File: src/rtl/uart_tx_frame.sv
// uart_tx_frame: 8N1 serial transmitter.
// Takes one byte per tx_start handshake and sends it as:
//   start bit (0), data bits LSB first, stop bit (1).
// Each bit is held for BIT_PERIOD clocks.
// serial_out, tx_busy and tx_done all come straight from flops.
module uart_tx_frame #(
  parameter int unsigned BIT_PERIOD = 10,
  parameter int unsigned DATA_BITS  = 8
) (
  input  logic                 clk,
  input  logic                 rst,
  input  logic                 tx_start,
  input  logic [DATA_BITS-1:0] tx_data,
  output logic                 tx_busy,
  output logic                 tx_done,
  output logic                 serial_out
);

  localparam int unsigned CNT_W = (BIT_PERIOD > 1) ? $clog2(BIT_PERIOD) : 1;
  localparam int unsigned IDX_W = (DATA_BITS > 1) ? $clog2(DATA_BITS) : 1;
  localparam logic [CNT_W-1:0] CNT_LAST = CNT_W'(BIT_PERIOD - 1);
  localparam logic [IDX_W-1:0] IDX_LAST = IDX_W'(DATA_BITS - 1);

  typedef enum logic [1:0] {
    S_IDLE  = 2'd0,
    S_START = 2'd1,
    S_DATA  = 2'd2,
    S_STOP  = 2'd3
  } state_e;

  state_e                 state_q, state_d;
  logic [CNT_W-1:0]       cnt_q, cnt_d;
  logic [IDX_W-1:0]       idx_q, idx_d;
  logic [DATA_BITS-1:0]   shift_q, shift_d;
  logic                   serial_q, serial_d;
  logic                   busy_q, busy_d;
  logic                   done_q, done_d;
  logic                   period_end;
  logic                   last_bit;

  // Marks the final clock of the bit currently on the line, and the last data bit
  always_comb begin
    period_end = (cnt_q == CNT_LAST);
    last_bit   = (idx_q == IDX_LAST);
  end

  // State register; reset aborts any frame in flight
  always_ff @(posedge clk) begin
    if (rst) begin
      state_q <= S_IDLE;
    end else begin
      state_q <= state_d;
    end
  end

  // Next-state logic: each non-idle phase advances only at the end of a bit period
  always_comb begin
    state_d = state_q;
    case (state_q)
      S_IDLE: begin
        if (tx_start) begin
          state_d = S_START;
        end
      end
      S_START: begin
        if (period_end) begin
          state_d = S_DATA;
        end
      end
      S_DATA: begin
        if (period_end && last_bit) begin
          state_d = S_STOP;
        end
      end
      S_STOP: begin
        if (period_end) begin
          state_d = S_IDLE;
        end
      end
      default: state_d = S_IDLE;
    endcase
  end

  // Output and datapath next values: line level, counters, shifter, busy/done flags
  always_comb begin
    cnt_d    = cnt_q;
    idx_d    = idx_q;
    shift_d  = shift_q;
    serial_d = serial_q;
    busy_d   = busy_q;
    done_d   = 1'b0;
    case (state_q)
      S_IDLE: begin
        serial_d = 1'b1;
        busy_d   = 1'b0;
        if (tx_start) begin
          shift_d  = tx_data;
          cnt_d    = '0;
          idx_d    = '0;
          serial_d = 1'b0;
          busy_d   = 1'b1;
        end
      end
      S_START: begin
        if (period_end) begin
          cnt_d    = '0;
          serial_d = shift_q[0];
        end else begin
          cnt_d = cnt_q + CNT_W'(1);
        end
      end
      S_DATA: begin
        if (period_end) begin
          cnt_d   = '0;
          shift_d = shift_q >> 1;
          if (last_bit) begin
            idx_d    = '0;
            serial_d = 1'b1;
          end else begin
            idx_d    = idx_q + IDX_W'(1);
            serial_d = shift_q[1];
          end
        end else begin
          cnt_d = cnt_q + CNT_W'(1);
        end
      end
      S_STOP: begin
        if (period_end) begin
          cnt_d  = '0;
          busy_d = 1'b0;
          done_d = 1'b1;
        end else begin
          cnt_d = cnt_q + CNT_W'(1);
        end
      end
      default: begin
        serial_d = 1'b1;
        busy_d   = 1'b0;
      end
    endcase
  end

  // Datapath and output registers; reset forces the line idle-high
  always_ff @(posedge clk) begin
    if (rst) begin
      cnt_q    <= '0;
      idx_q    <= '0;
      shift_q  <= '0;
      serial_q <= 1'b1;
      busy_q   <= 1'b0;
      done_q   <= 1'b0;
    end else begin
      cnt_q    <= cnt_d;
      idx_q    <= idx_d;
      shift_q  <= shift_d;
      serial_q <= serial_d;
      busy_q   <= busy_d;
      done_q   <= done_d;
    end
  end

  // Ports driven only from flops
  always_comb begin
    serial_out = serial_q;
    tx_busy    = busy_q;
    tx_done    = done_q;
  end

endmodule

File: config.mk
export PLATFORM = sky130hd
export DESIGN_NAME = uart_tx_frame
export DESIGN_NICKNAME = d
export VERILOG_FILES = /design/src/rtl/uart_tx_frame.sv
export SDC_FILE = /design/constraint.sdc
export NUM_CORES = 1
export LEC_CHECK = 0
export BUFFER_PORTS_ARGS = -buffer_cell sky130_fd_sc_hd__buf_2
export CORE_ASPECT_RATIO = 1.5
export CORE_MARGIN = 2
export CORE_UTILIZATION = 51
export CTS_CLUSTER_DIAMETER = 30
export DETAILED_ROUTE_END_ITERATION = 10
export GPL_TIMING_DRIVEN = 0
export PLACE_DENSITY = 0.77
export SLEW_MARGIN = 20
export SYNTH_ARGS = -nofsm -noshare
export SYNTH_HDL_FRONTEND = slang
export SYNTH_SLANG_ARGS = --single-unit
File: constraint.sdc
create_clock -name clk -period 1.59 [get_ports clk]
set_input_delay 0.318 -clock clk [delete_from_list [all_inputs] [get_ports clk]]
set_output_delay 0.318 -clock clk [all_outputs]
set_load 0.02 [all_outputs]
==> results.py <==
metrics = {
    "outcome": {
        "status": "finished with violations",
        "violations": "negative setup slack",
    },
    "logic_synthesis": {
        "ys_warn_count": 0,
        "synth_area_leader_cell": "dfxtp_1",
        "synthFlopType": "dfxtp_1",
        "synth_top_area_share_pct": 33.9,
        "syn-num-nets": 142,
        "synth_most_common_cell": "dfxtp_1",
        "syn_area_per_cell_um2": 9.59,
        "ys_types": 36,
        "synthTopCellsByCount": "dfxtp_1 (20), nor2_1 (14), mux2i_1 (10), nor2b_1 (10), ha_1 (8)",
        "synth-edff-count": 0,
        "mappedNetlistArea_um2": 1180,
        "synth.ff_latch_count": 20,
        "synthCells": 123,
        "seq_area_frac_synth_pct": 33.9,
        "ys_async_sr_fraction_pct": 0,
        "synth_area_leaders": "dfxtp_1 (34%), mux2_4 (8.9%), ha_1 (8.5%)",
    },
    "clocking": {
        "cts_root_buf": "clkbuf_4",
        "cts_tree": "done",
        "insertion_delay_ns": 0.31,
        "cts_hold_buf": 0,
        "cts.sinks": 20,
        "path_clk_slew_ns": 0.11,
        "cts_buffers": 3,
        "ctsLongestPathBuffers": 2,
        "htreeDepth": 1,
    },
    "placed_design": {
        "port_buffers": 13,
        "gp_congestion": 0.780,
        "hpwl_mm": 1.64,
        "place_area_um2": 1300,
    },
    "sta": {
        "min_period_ns": 1.69,
        "rsz0062_at_grt": "yes",
        "drv_slew": 0,
        "worstMarginPinSlew_ns": 0.479,
        "fin_skew_ns": 0.00674,
        "finalSetupTns_ns": -0.482,
        "slew_headroom_pct": 68.1,
        "hold_violations": 0,
        "finalSetupViolations": 10,
        "fin_crit_sh_pct": 107,
        "fmax_mhz": 590,
        "whs_ns": 0.264,
        "setup_ws_ns": -0.104,
    },
    "floorplanning": {
        "ios": 14,
        "initial_core_util_pct": 53.5,
        "die_h_um": 62.9,
        "die_w_um": 43.3,
        "core_area_um2": 2210,
        "dieArea_um2": 2720,
        "fp-row-count": 21,
    },
    "grt": {
        "overflow": 0,
        "grt_max_degree": 12,
        "grt_pass1_wl_mm": 4.35,
        "antenna_found_initial": 0,
        "grtUsageTotal_pct": 20.5,
        "grt_pass1_vias": 1021,
    },
    "routing": {
        "first_iter_violations": 31,
        "drt_wl_total_mm": 2.50,
        "num_vias": 982,
        "wl_per_cell_um": 14.4,
        "drt-vias-per-instance": 5.64,
        "first_pass_iters": 4,
        "drtAntennaViolNets": 0,
        "drc": 0,
    },
    "critical_path": {
        "worst-setup-path-type": "reg2reg",
        "r2r_start": "state_q[0]$_SDFFE_PP0P_",
        "crit_required_ns": 1.79,
        "r2r_end": "state_q[0]$_SDFFE_PP0P_",
        "worst_r2r_path_depth": 5,
        "cp_max_fo": 4,
        "end_kind": "flip-flop",
        "regToRegSetupSlack_ns": -0.10,
        "arrival_ns": 1.90,
        "crit_path_start": "state_q[0]$_SDFFE_PP0P_",
        "start_kind": "flip-flop",
        "worstSetupEndpoint": "state_q[0]$_SDFFE_PP0P_",
    },
    "final_layout": {
        "drive_gt1_share_pct": 37.1,
        "antenna_cells": 0,
        "area_growth_pct": 27.8,
        "postLayoutCoreUtil_pct": 68.3,
        "final_nets": 171,
        "fin_area_um2": 1510,
    },
    "run": {
        "cap_violations": 0,
    },
    "hold_path": {
        "hold_class": "in2reg",
    },
    "power": {
        "power.density_nw_per_um2": 1840,
        "p_leak_nw": 0.683,
        "ir_worst_vdd_uv": 1120,
    },
}
power by group:
group | switching, W | leakage [nW] | internal [W]
Clock | 0.000160 | 0.0210 | 0.000140
Combinational | 0.000730 | 0.496 | 0.000941
Sequential | 0.000125 | 0.166 | 0.000675
Total | 0.00101 | 0.683 | 0.00176
metrics by stage:
stage	instances	setup WS, ns	total power, W
2_1_floorplan	123	-0.0348	0.00180
3_3_place_gp	159	-0.115	0.00198
3_5_place_dp	159	-0.134	0.00202
4_1_cts	171	-0.104	0.00261
5_1_grt	174	-0.156	0.00295
6_report	174	-0.104	0.00277
cell families after synthesis:
| kind of cell | share of synthesized area [%] |
|---|---|
| simple gates | 22.4 |
| mux | 18.3 |
| fa+ha+maj | 8.48 |
| compound gates | 12.0 |
| flops | 33.9 |
| buf+inv | 4.88 |
registers in the layout, summed over array words and instances (netlist names):
name and flops:
shift_q 8, cnt_q 4, idx_q 3, state_q 2, serial_out 1, tx_busy 1
tx_done 1
layer usage:
layer	up-vias	routed length, µm	global-route usage (%)
li1	483	-	-
met1	462	1010	24.0
met2	30	1330	35.3
met3	7	101	2.31
met4	0	63	10.2
met5	-	0	0
worst min-delay path by stage:
stage / startpoint / endpoint / slack, ns / depth (start not counted)
after floorplan: shift_q[7]$_SDFFE_PP0P_ / shift_q[7]$_SDFFE_PP0P_ / 0.45 / 2
after global placement: shift_q[7]$_SDFFE_PP0P_ / shift_q[7]$_SDFFE_PP0P_ / 0.46 / 2
after detailed placement: shift_q[7]$_SDFFE_PP0P_ / shift_q[7]$_SDFFE_PP0P_ / 0.48 / 2
after CTS: tx_data[7] / shift_q[7]$_SDFFE_PP0P_ / 0.26 / 3
after global routing: tx_data[7] / shift_q[7]$_SDFFE_PP0P_ / 0.28 / 3
final: tx_data[7] / shift_q[7]$_SDFFE_PP0P_ / 0.26 / 3
layout by cell type (no fill, tap or decap), drive strengths merged, types with 2 or more instances in the layout:
| cell | n |
|---|---|
| mux2 | 8 |
| nor3 | 3 |
| ha | 8 |
| inv | 6 |
| dfxtp | 20 |
| a32o | 2 |
| or3 | 2 |
| nor2 | 14 |
| buf | 27 |
| o21ai | 2 |
| clkbuf | 7 |
| nand2b | 7 |
| a21oi | 3 |
| mux2i | 10 |
| a211oi | 2 |
| nand3 | 2 |
| nor2b | 11 |
| nand2 | 4 |
layout make-up:
cell class	instances	area (µm²)
inverter	6	27.5
sequential	20	410
tap	23	28.8
multi-input combinational	91	806
clock buffer	4	36.3
fill	169	699
buffer	5	27.5
timing repair buffer	25	171
worst max-delay path, stage by stage, from the launching register on:
cell      delay [ns]
dfxtp_4         0.40
inv_4           0.05
ha_4            0.16
or3_4           0.39
a211oi_4        0.26
mux2_4          0.33
timing repair:
action                     in CTS  in global routing
buffers inserted                7                  4
resized for setup              13                  8
setup endpoints to repair      12                 14
cloned                          1                  0
pin swaps                       4                  4
Power figures use the tool's default switching activity.
